--- src/rtl/fc_score_argmax.sv ---
// fc_score_argmax: drives the start/done handshake of the final fully-connected layer, captures
// its per-neuron score writes, then scans the scores and presents the argmax on valid/ready.
//
// Ports:
//   clk, rst          clock, synchronous active-high reset
//   go                one-cycle request to run an inference (honoured only when idle)
//   busy              high in every state except idle
//   layer_start       start level to the producer layer
//   layer_wr_*        producer write port (addr = neuron index, data = unsigned score)
//   layer_done        producer done level
//   class_id/score    winning class index and its score
//   class_valid/ready result handshake
//   status            sticky flags: [0] range error, [1] missing score, [2] timeout
//
// Optional: define FC_SCORE_TIMEOUT_EN to add the TIMEOUT_CYCLES watchdog on RUN and RELEASE.
module fc_score_argmax #(
  parameter int unsigned NUM_CLASSES = 10,
  parameter int unsigned ADDR_W      = 10,
  parameter int unsigned DATA_W      = 8,
  parameter int unsigned CLASS_W     = 4
`ifdef FC_SCORE_TIMEOUT_EN
  ,
  parameter int unsigned TIMEOUT_CYCLES = 4096
`endif
) (
  input  logic               clk,
  input  logic               rst,
  input  logic               go,
  output logic               busy,
  output logic               layer_start,
  input  logic [ADDR_W-1:0]  layer_wr_addr,
  input  logic [DATA_W-1:0]  layer_wr_data,
  input  logic               layer_wr_en,
  input  logic               layer_done,
  output logic [CLASS_W-1:0] class_id,
  output logic [DATA_W-1:0]  class_score,
  output logic               class_valid,
  input  logic               class_ready,
  output logic [2:0]         status
);

  typedef enum logic [2:0] {StIdle, StRun, StRelease, StScan, StHold} state_e;

  state_e                   state_q, state_d;
  logic                     layer_start_q, layer_start_d;
  logic [NUM_CLASSES-1:0]   written_q, written_d;
  logic [2:0]               status_q, status_d;
  logic [CLASS_W-1:0]       idx_q, idx_d;
  logic [CLASS_W-1:0]       best_id_q, best_id_d;
  logic [DATA_W-1:0]        best_score_q, best_score_d;
  logic [CLASS_W-1:0]       class_id_q, class_id_d;
  logic [DATA_W-1:0]        class_score_q, class_score_d;
  logic                     class_valid_q, class_valid_d;
  logic [DATA_W-1:0]        score_q [NUM_CLASSES];

  logic                     in_range;
  logic                     sel_written;
  logic [DATA_W-1:0]        sel_score;
  logic                     scan_take;
  logic                     scan_last;

`ifdef FC_SCORE_TIMEOUT_EN
  logic [15:0] tmo_q, tmo_d;
  logic        tmo_hit;
  assign tmo_hit = (tmo_q == 16'(TIMEOUT_CYCLES - 1));
`endif

  assign in_range  = (layer_wr_addr < ADDR_W'(NUM_CLASSES));
  assign scan_last = (idx_q == CLASS_W'(NUM_CLASSES - 1));
  assign scan_take = (sel_score > best_score_q);

  // Scan read mux; unwritten entries read as zero.
  always_comb begin
    sel_written = 1'b0;
    sel_score   = '0;
    for (int i = 0; i < NUM_CLASSES; i++) begin
      if (idx_q == CLASS_W'(i)) begin
        sel_written = written_q[i];
        sel_score   = written_q[i] ? score_q[i] : '0;
      end
    end
  end

  always_comb begin
    state_d       = state_q;
    layer_start_d = layer_start_q;
    written_d     = written_q;
    status_d      = status_q;
    idx_d         = idx_q;
    best_id_d     = best_id_q;
    best_score_d  = best_score_q;
    class_id_d    = class_id_q;
    class_score_d = class_score_q;
    class_valid_d = class_valid_q;
`ifdef FC_SCORE_TIMEOUT_EN
    tmo_d         = tmo_q;
`endif
    unique case (state_q)
      StIdle: begin
        if (go) begin
          written_d     = '0;
          status_d      = '0;
          layer_start_d = 1'b1;
          state_d       = StRun;
`ifdef FC_SCORE_TIMEOUT_EN
          tmo_d         = '0;
`endif
        end
      end
      StRun: begin
        if (layer_wr_en) begin
          if (in_range) begin
            for (int i = 0; i < NUM_CLASSES; i++) begin
              if (layer_wr_addr == ADDR_W'(i)) written_d[i] = 1'b1;
            end
          end else begin
            status_d[0] = 1'b1;
          end
        end
        if (layer_done) begin
          layer_start_d = 1'b0;
          state_d       = StRelease;
        end
`ifdef FC_SCORE_TIMEOUT_EN
        else if (tmo_hit) begin
          status_d[2]   = 1'b1;
          layer_start_d = 1'b0;
          state_d       = StRelease;
        end
        // Restart the count for RELEASE on exit.
        tmo_d = (state_d == StRelease) ? '0 : tmo_q + 16'd1;
`endif
      end
      StRelease: begin
        // Producer drops done when it is back to idle.
        if (!layer_done) begin
          idx_d        = '0;
          best_id_d    = '0;
          best_score_d = '0;
          state_d      = StScan;
        end
`ifdef FC_SCORE_TIMEOUT_EN
        else if (tmo_hit) begin
          status_d[2]  = 1'b1;
          idx_d        = '0;
          best_id_d    = '0;
          best_score_d = '0;
          state_d      = StScan;
        end else begin
          tmo_d = tmo_q + 16'd1;
        end
`endif
      end
      StScan: begin
        if (!sel_written) status_d[1] = 1'b1;
        // Strict compare keeps the lowest index on ties.
        if (scan_take) begin
          best_id_d    = idx_q;
          best_score_d = sel_score;
        end
        if (scan_last) begin
          class_id_d    = scan_take ? idx_q : best_id_q;
          class_score_d = scan_take ? sel_score : best_score_q;
          class_valid_d = 1'b1;
          state_d       = StHold;
        end else begin
          idx_d = idx_q + CLASS_W'(1);
        end
      end
      StHold: begin
        if (class_ready) begin
          class_valid_d = 1'b0;
          state_d       = StIdle;
        end
      end
      default: state_d = StIdle;
    endcase
  end

  always_ff @(posedge clk) begin
    if (rst) begin
      state_q       <= StIdle;
      layer_start_q <= 1'b0;
      written_q     <= '0;
      status_q      <= '0;
      idx_q         <= '0;
      best_id_q     <= '0;
      best_score_q  <= '0;
      class_id_q    <= '0;
      class_score_q <= '0;
      class_valid_q <= 1'b0;
`ifdef FC_SCORE_TIMEOUT_EN
      tmo_q         <= '0;
`endif
    end else begin
      state_q       <= state_d;
      layer_start_q <= layer_start_d;
      written_q     <= written_d;
      status_q      <= status_d;
      idx_q         <= idx_d;
      best_id_q     <= best_id_d;
      best_score_q  <= best_score_d;
      class_id_q    <= class_id_d;
      class_score_q <= class_score_d;
      class_valid_q <= class_valid_d;
`ifdef FC_SCORE_TIMEOUT_EN
      tmo_q         <= tmo_d;
`endif
    end
  end

  // Score buffer needs no reset: entries are only read when their written bit is set.
  always_ff @(posedge clk) begin
    if (state_q == StRun && layer_wr_en) begin
      for (int i = 0; i < NUM_CLASSES; i++) begin
        if (layer_wr_addr == ADDR_W'(i)) score_q[i] <= layer_wr_data;
      end
    end
  end

  assign busy        = (state_q != StIdle);
  assign layer_start = layer_start_q;
  assign class_id    = class_id_q;
  assign class_score = class_score_q;
  assign class_valid = class_valid_q;
  assign status      = status_q;

endmodule
--- config.mk ---
export PLATFORM = sky130hd
export DESIGN_NAME = fc_score_argmax
export DESIGN_NICKNAME = d
export VERILOG_FILES = /design/src/rtl/fc_score_argmax.sv
export SDC_FILE = /design/constraint.sdc
export NUM_CORES = 1
export LEC_CHECK = 0
export CAP_MARGIN = 25
export CORE_MARGIN = 2
export CORE_UTILIZATION = 40
export CTS_CLUSTER_SIZE = 14
export DETAILED_ROUTE_END_ITERATION = 16
export SLEW_MARGIN = 5
export SYNTH_ARGS = -nofsm -noshare
export SYNTH_HDL_FRONTEND = slang
export SYNTH_SLANG_ARGS = --single-unit
--- constraint.sdc ---
create_clock -name clk -period 3.3 [get_ports clk]
set_input_delay 0.66 -clock clk [delete_from_list [all_inputs] [get_ports clk]]
set_output_delay 0.66 -clock clk [all_outputs]
set_load 0.02 [all_outputs]
* Word level (Yosys, flattened, before mapping)
Memories as Yosys holds them, arrays and structs flattened.
Cells that the tools add are included.
** Cells by class
- $add $sub $neg :: 1
- Order comparisons :: 2
- Equal/unequal tests :: 42
- Multiplexer cells :: 127
- Reduce and logical (&&, ||, !) cells :: 36
** Operators by type and width (number)
- 8-bit 2-to-1 mux :: 31
- 8-bit OR reduction :: 9
- 1-bit 2-to-1 mux :: 66
- 5-bit AND reduction :: 11
- 4-bit 2-to-1 mux :: 12
- 10-bit by 3-bit == test with 1-bit output, second input constant :: 4
- 10-bit 2-to-1 mux :: 3
- 10-bit by 2-bit == test with 1-bit output, second input constant :: 2
- 10-bit by 4-bit == test with 1-bit output, second input constant :: 2
- 2-bit by 1-bit != test with 1-bit output, second input constant :: 10
- 2-bit != test, second input constant :: 10
- 10-bit case mux with 2 select lines :: 1
- 4-bit by 3-bit == test with 1-bit output, second input constant :: 4
- 4-bit case mux with 2 select lines :: 2
- 8-bit case mux with 2 select lines :: 1
- 3-bit 2-to-1 mux :: 5
- 3-bit case mux with 5 select lines :: 1
- 3-bit AND reduction :: 4
- 10-bit by 1-bit == test with 1-bit output, second input constant :: 1
- 10-bit logical NOT :: 1
- 10-bit by 4-bit < comparator with 1-bit output, second input constant :: 1
- 4-bit by 2-bit == test with 1-bit output, second input constant :: 2
- 4-bit == test, second input constant :: 2
- 8-bit > comparator :: 1
- 14 further kinds :: 22
** Word-level totals
- Register bits :: 45
- RAM bits :: 80
- Output and inout port bits :: 18
- Word-level logic and storage cells :: 229
- Memories :: 1
** Memory list
- score_q :: words 10, bits a word 8, read ports 10, clocked after memory_dff 0, wr ports 1, line 54 : logic [DATA_W-1:0] score_q [NUM_CLASSES];

* Longest topological paths before layout
An unclocked memory read counts as a cell.
- Depth in word-level cells :: 15
- Depth in mapped cells :: 16
- Gate-level depth less buffers :: 12

* Least setup slack after synthesis
No wires, ideal clock.
- Path kind :: flip-flop to flip-flop
- Start point :: reg idx_q[0]
- End point :: reg best_id_q[3]
- Data arrival time :: 3.061 ns
- Data required time :: 3.183 ns
- Setup slack :: 0.122 ns
- Stages on the path, launching flop included :: 15
- Path through :: dfxtp_1 > ha_1 > buf_2 > and3b_1 > buf_2 > a32o_1 > a211oi_1 > o22ai_1 > ha_1 > nand3_1 > o21bai_1 > a2111oi_0 > a211oi_2 > buf_6 > a22o_2
** On the way
- Word-level cells in the longest chain between the ends :: 14
** Ends and longest elaborated chain
- start: declaration :: line 48 : logic [CLASS_W-1:0] idx_q, idx_d;
- start signal: assignment :: line 200 : idx_q <= idx_d;
- 4-bit logical NOT :: line 77 : if (idx_q == CLASS_W'(i)) begin
- 8-bit 2-to-1 mux (9 in series) :: line 77
- 8-bit 2-to-1 mux * :: line 77
- 8-bit > comparator * :: line 70 : assign scan_take = (sel_score > best_score_q);
- 4-bit 2-to-1 mux *
- 4-bit case mux with 2 select lines *
- end signal: assignment :: line 201 : best_id_q <= best_id_d;
- end: declaration :: line 49 : logic [CLASS_W-1:0] best_id_q, best_id_d;
Every way passes the cells marked *; elsewhere a longest branch is shown, timed or not.
A chain may end at the register's enable or synchronous reset.

* Worst setup path after layout
- Start point :: reg idx_q[0]
- End point :: reg class_score_q[4] (netlist: class_score[4])
** On the way
- Word-level cells in the longest chain between the ends :: 13
** Ends and longest elaborated chain
- 4-bit logical NOT :: line 77
- 8-bit 2-to-1 mux (10 in series) :: line 77
- 8-bit > comparator :: line 70
- 8-bit 2-to-1 mux
- end signal: assignment :: line 204 : class_score_q <= class_score_d;
- end: declaration :: line 52 : logic [DATA_W-1:0] class_score_q, class_score_d;
Parallel ways exist; a longest one is shown, timed or not.

==> metrics.cfg <==
[outcome]
status=finished clean

[synth]
yosys_register_bits=125
syn_area_per_cell_um2=11.7
synth_area_leader_cell=edfxtp_1
synth_fp_nets=517
yosysWarnings=0
synth_top_area_share_pct=42.8
synth_area_um2=5610
ys_seq_area_share_pct=58.9
synth-edff-count=80
synth_cell_types=65
synth-async-reset-ratio_pct=0
syn-instance-count=481
synthTopCellsByArea=edfxtp_1, dfxtp_1, nor2_1
synth_top_flop_cell=edfxtp_1

[floorplan]
initial_core_util_pct=40.7
dieArea_um2=15000
dieHeight_um=122
ios=42
fp.coreArea_um2=13800
core.rowCount=43
die_w_um=122

[setup_path]
critPathKind=flop to flop
r2r-start=idx_q[0]$_SDFFE_PP0P_
cp.required_ns=3.60
cp_slowest_cell=dfxtp_4
path_delay_family=compound AO/OA/AOI/OAI gates
path_buf_inv=4
cp_max_fo=9
arrival_ns=3.49
crit_top_cell=buf_4
startpoint=idx_q[0]$_SDFFE_PP0P_
worst-path-stages=15
crit_chain=inv_2 -> ha_4 -> buf_4 -> a31oi_2 -> o2bb2ai_2 -> a221oi_4 -> buf_4 -> o22ai_1 -> ha_1 -> nand3_2 -> o21bai_4 -> a211o_4 -> buf_6 -> a31oi_1 -> a21oi_2
reg2reg_slack_ns=0.11
max_stage_delay_ns=0.38
cp-end-kind=flop
cp-start-kind=flop
r2r_cells=15

[timing]
relSlewSlack_pct=52.0
max_freq_mhz=314
hold_viol_final=0
clock_skew_ns=0.00857
slew_violations=0
post-route-min-period_ns=3.19
hold-worst-slack_ns=0.464
worst_slew_pin_slew_ns=0.714
fin_crit_sh_pct=96.6
setup_viol=0

[finish]
multi_input_area_um2=2380
drive_above_1_share_pct=26.2
final_common_cell=edfxtp_1
seq_area_um2=3310
fillers=1181
insertedDiodeCount=0
final_core_util_pct=53.8
final_cells=763
syn2layout_area_growth_pct=32.2
final_cell_mix=edfxtp_1, buf_4, nor2_1
final_nets=606

[min_path]
hold_path_class=flop to flop
hold_path_depth=2
min_from=class_id[2]$_SDFFE_PP0P_

[clock_network]
htreeDepth=4
cts_tree=done
cts_buffer_depth=2
clock_sinks=125
path_clk_slew_ns=0.06
root_buffer=clkbuf_16
cts_buffers=17
clk_latency_ns=0.42
hold_buffers=0

[global_routing]
antenna_found_initial=0
grt_pass1_wl_mm=23.1
grt_overflow_total=0
globalRouteTotalUtil_pct=20.6
grt_max_degree=19
grt_pass1_vias=4251

[run]
drv_cap=0

[route]
firstDrtPassIters=6
finalWirelength_mm=14.7
vias_per_cell=5.69
post_drt_wl_per_cell_um=19.2
drc=0
num_vias=4338
ant_nets=0
first_iter_violations=406

[power]
p_per_area_nw_per_um2=506
peakVddDrop_mv=0.312
p_leak_nw=2.57

[place]
io_buffer_count=40
gp_congestion=0.846
dp_cells=722
dp_hpwl_mm=10.4

[path summary, 6_finish.rpt]
| kind | to |
|---|---|
| max | class_score[4]$_SDFFE_PP0P_ |
| min | class_id[2]$_SDFFE_PP0P_ |
| max reg2reg | class_score[4]$_SDFFE_PP0P_ |
| min reg2reg | class_id[2]$_SDFFE_PP0P_ |
[per-stage QoR]
step	power (W)	setup TNS, ns	setup slack [ns]	cell area, µm²
global route	0.00389	-0.0124	-0.00648	7420
finish	0.00375	0	0.112	7420
floorplan	0.00191	0	0.122	5610
CTS	0.00376	0	0.00410	7230
detailed placement	0.00203	-7.83	-0.531	6460
global placement	0.00203	-4.47	-0.336	6460
[synth_stat cells, drive strengths merged (2+ instances only)]
cell     instances
a211oi          16
a21o             9
a21oi           33
a221oi           8
a22o            19
a31oi           23
a32o             8
and3             9
and3b            3
and4b            2
buf             20
clkbuf          13
dfxtp           45
edfxtp          80
ha              12
inv             13
nand2           23
nand2b           3
nand3            6
nand3b           3
nand4            3
nor2            50
nor2b            7
nor3             8
nor4             8
nor4b            2
o21ai           14
o22ai            7
o2bb2ai          8
o31ai            2
o41ai            2
xor2             2
[metal layers]
layer	up-vias	track usage, %	wire [µm]
met4	0	7.69	290
met1	2114	26.9	6690
met5	-	0	0
met3	21	5.99	703
met2	146	32.4	6980
li1	2057	-	-
[logic make-up (layout without fill, tap and decap cells)]
family / after synthesis / after routing / share of synthesized area, %
AOI/OAI and AO/OA: 161 / 162 / 20.7
and+or+nand+nor: 134 / 134 / 13.0
other: 1 / 1 / 0.0668
adders and majority gates: 12 / 12 / 2.68
xor gates and xnor gates: 2 / 2 / 0.312
DFF: 125 / 125 / 58.9
buffers and inverters: 46 / 147 / 4.39
[worst reg2reg max path: cells and delay by family (launching register included)]
| family | cells | cell delay [ns] |
|---|---|---|
| compound gates | 8 | 1.52 |
| buf+inv | 4 | 0.56 |
| fa+ha+maj | 2 | 0.50 |
| flops | 1 | 0.38 |
| simple gates | 1 | 0.11 |
[final cells by class]
| class | count | area share, % |
|---|---|---|
| Sequential cell | 125 | 44.6 |
| Multi-Input combinational cell | 311 | 32.0 |
| Timing Repair Buffer | 102 | 12.2 |
| Clock buffer | 17 | 5.74 |
| Tap cell | 180 | 3.04 |
| Clock inverter | 15 | 1.72 |
| Inverter | 13 | 0.658 |
[state kept, by name, summed over array words and instances (netlist names)]
signal and count:
best_id_q 4, layer_start 1, class_id 4, status 2
written_q 10, class_score 8, state_q 3, class_valid 1
score_q 80, best_score_q 8, idx_q 4
[what timing repair did]
item | CTS | global route
gates cloned | 1 | 1
setup buffers | 5 | 2
pin swaps | 8 | 15
gates resized for setup | 33 | 31
setup endpoints to repair | 24 | 24
[where the power goes]
group / total, W / internal, W / switching [W]
logic: 0.000304 / 0.000132 / 0.000172
clock network: 0.00173 / 0.000983 / 0.000747
registers: 0.00172 / 0.00168 / 0.0000385
total: 0.00375 / 0.00279 / 0.000958
(Power assumes the default switching activity.)
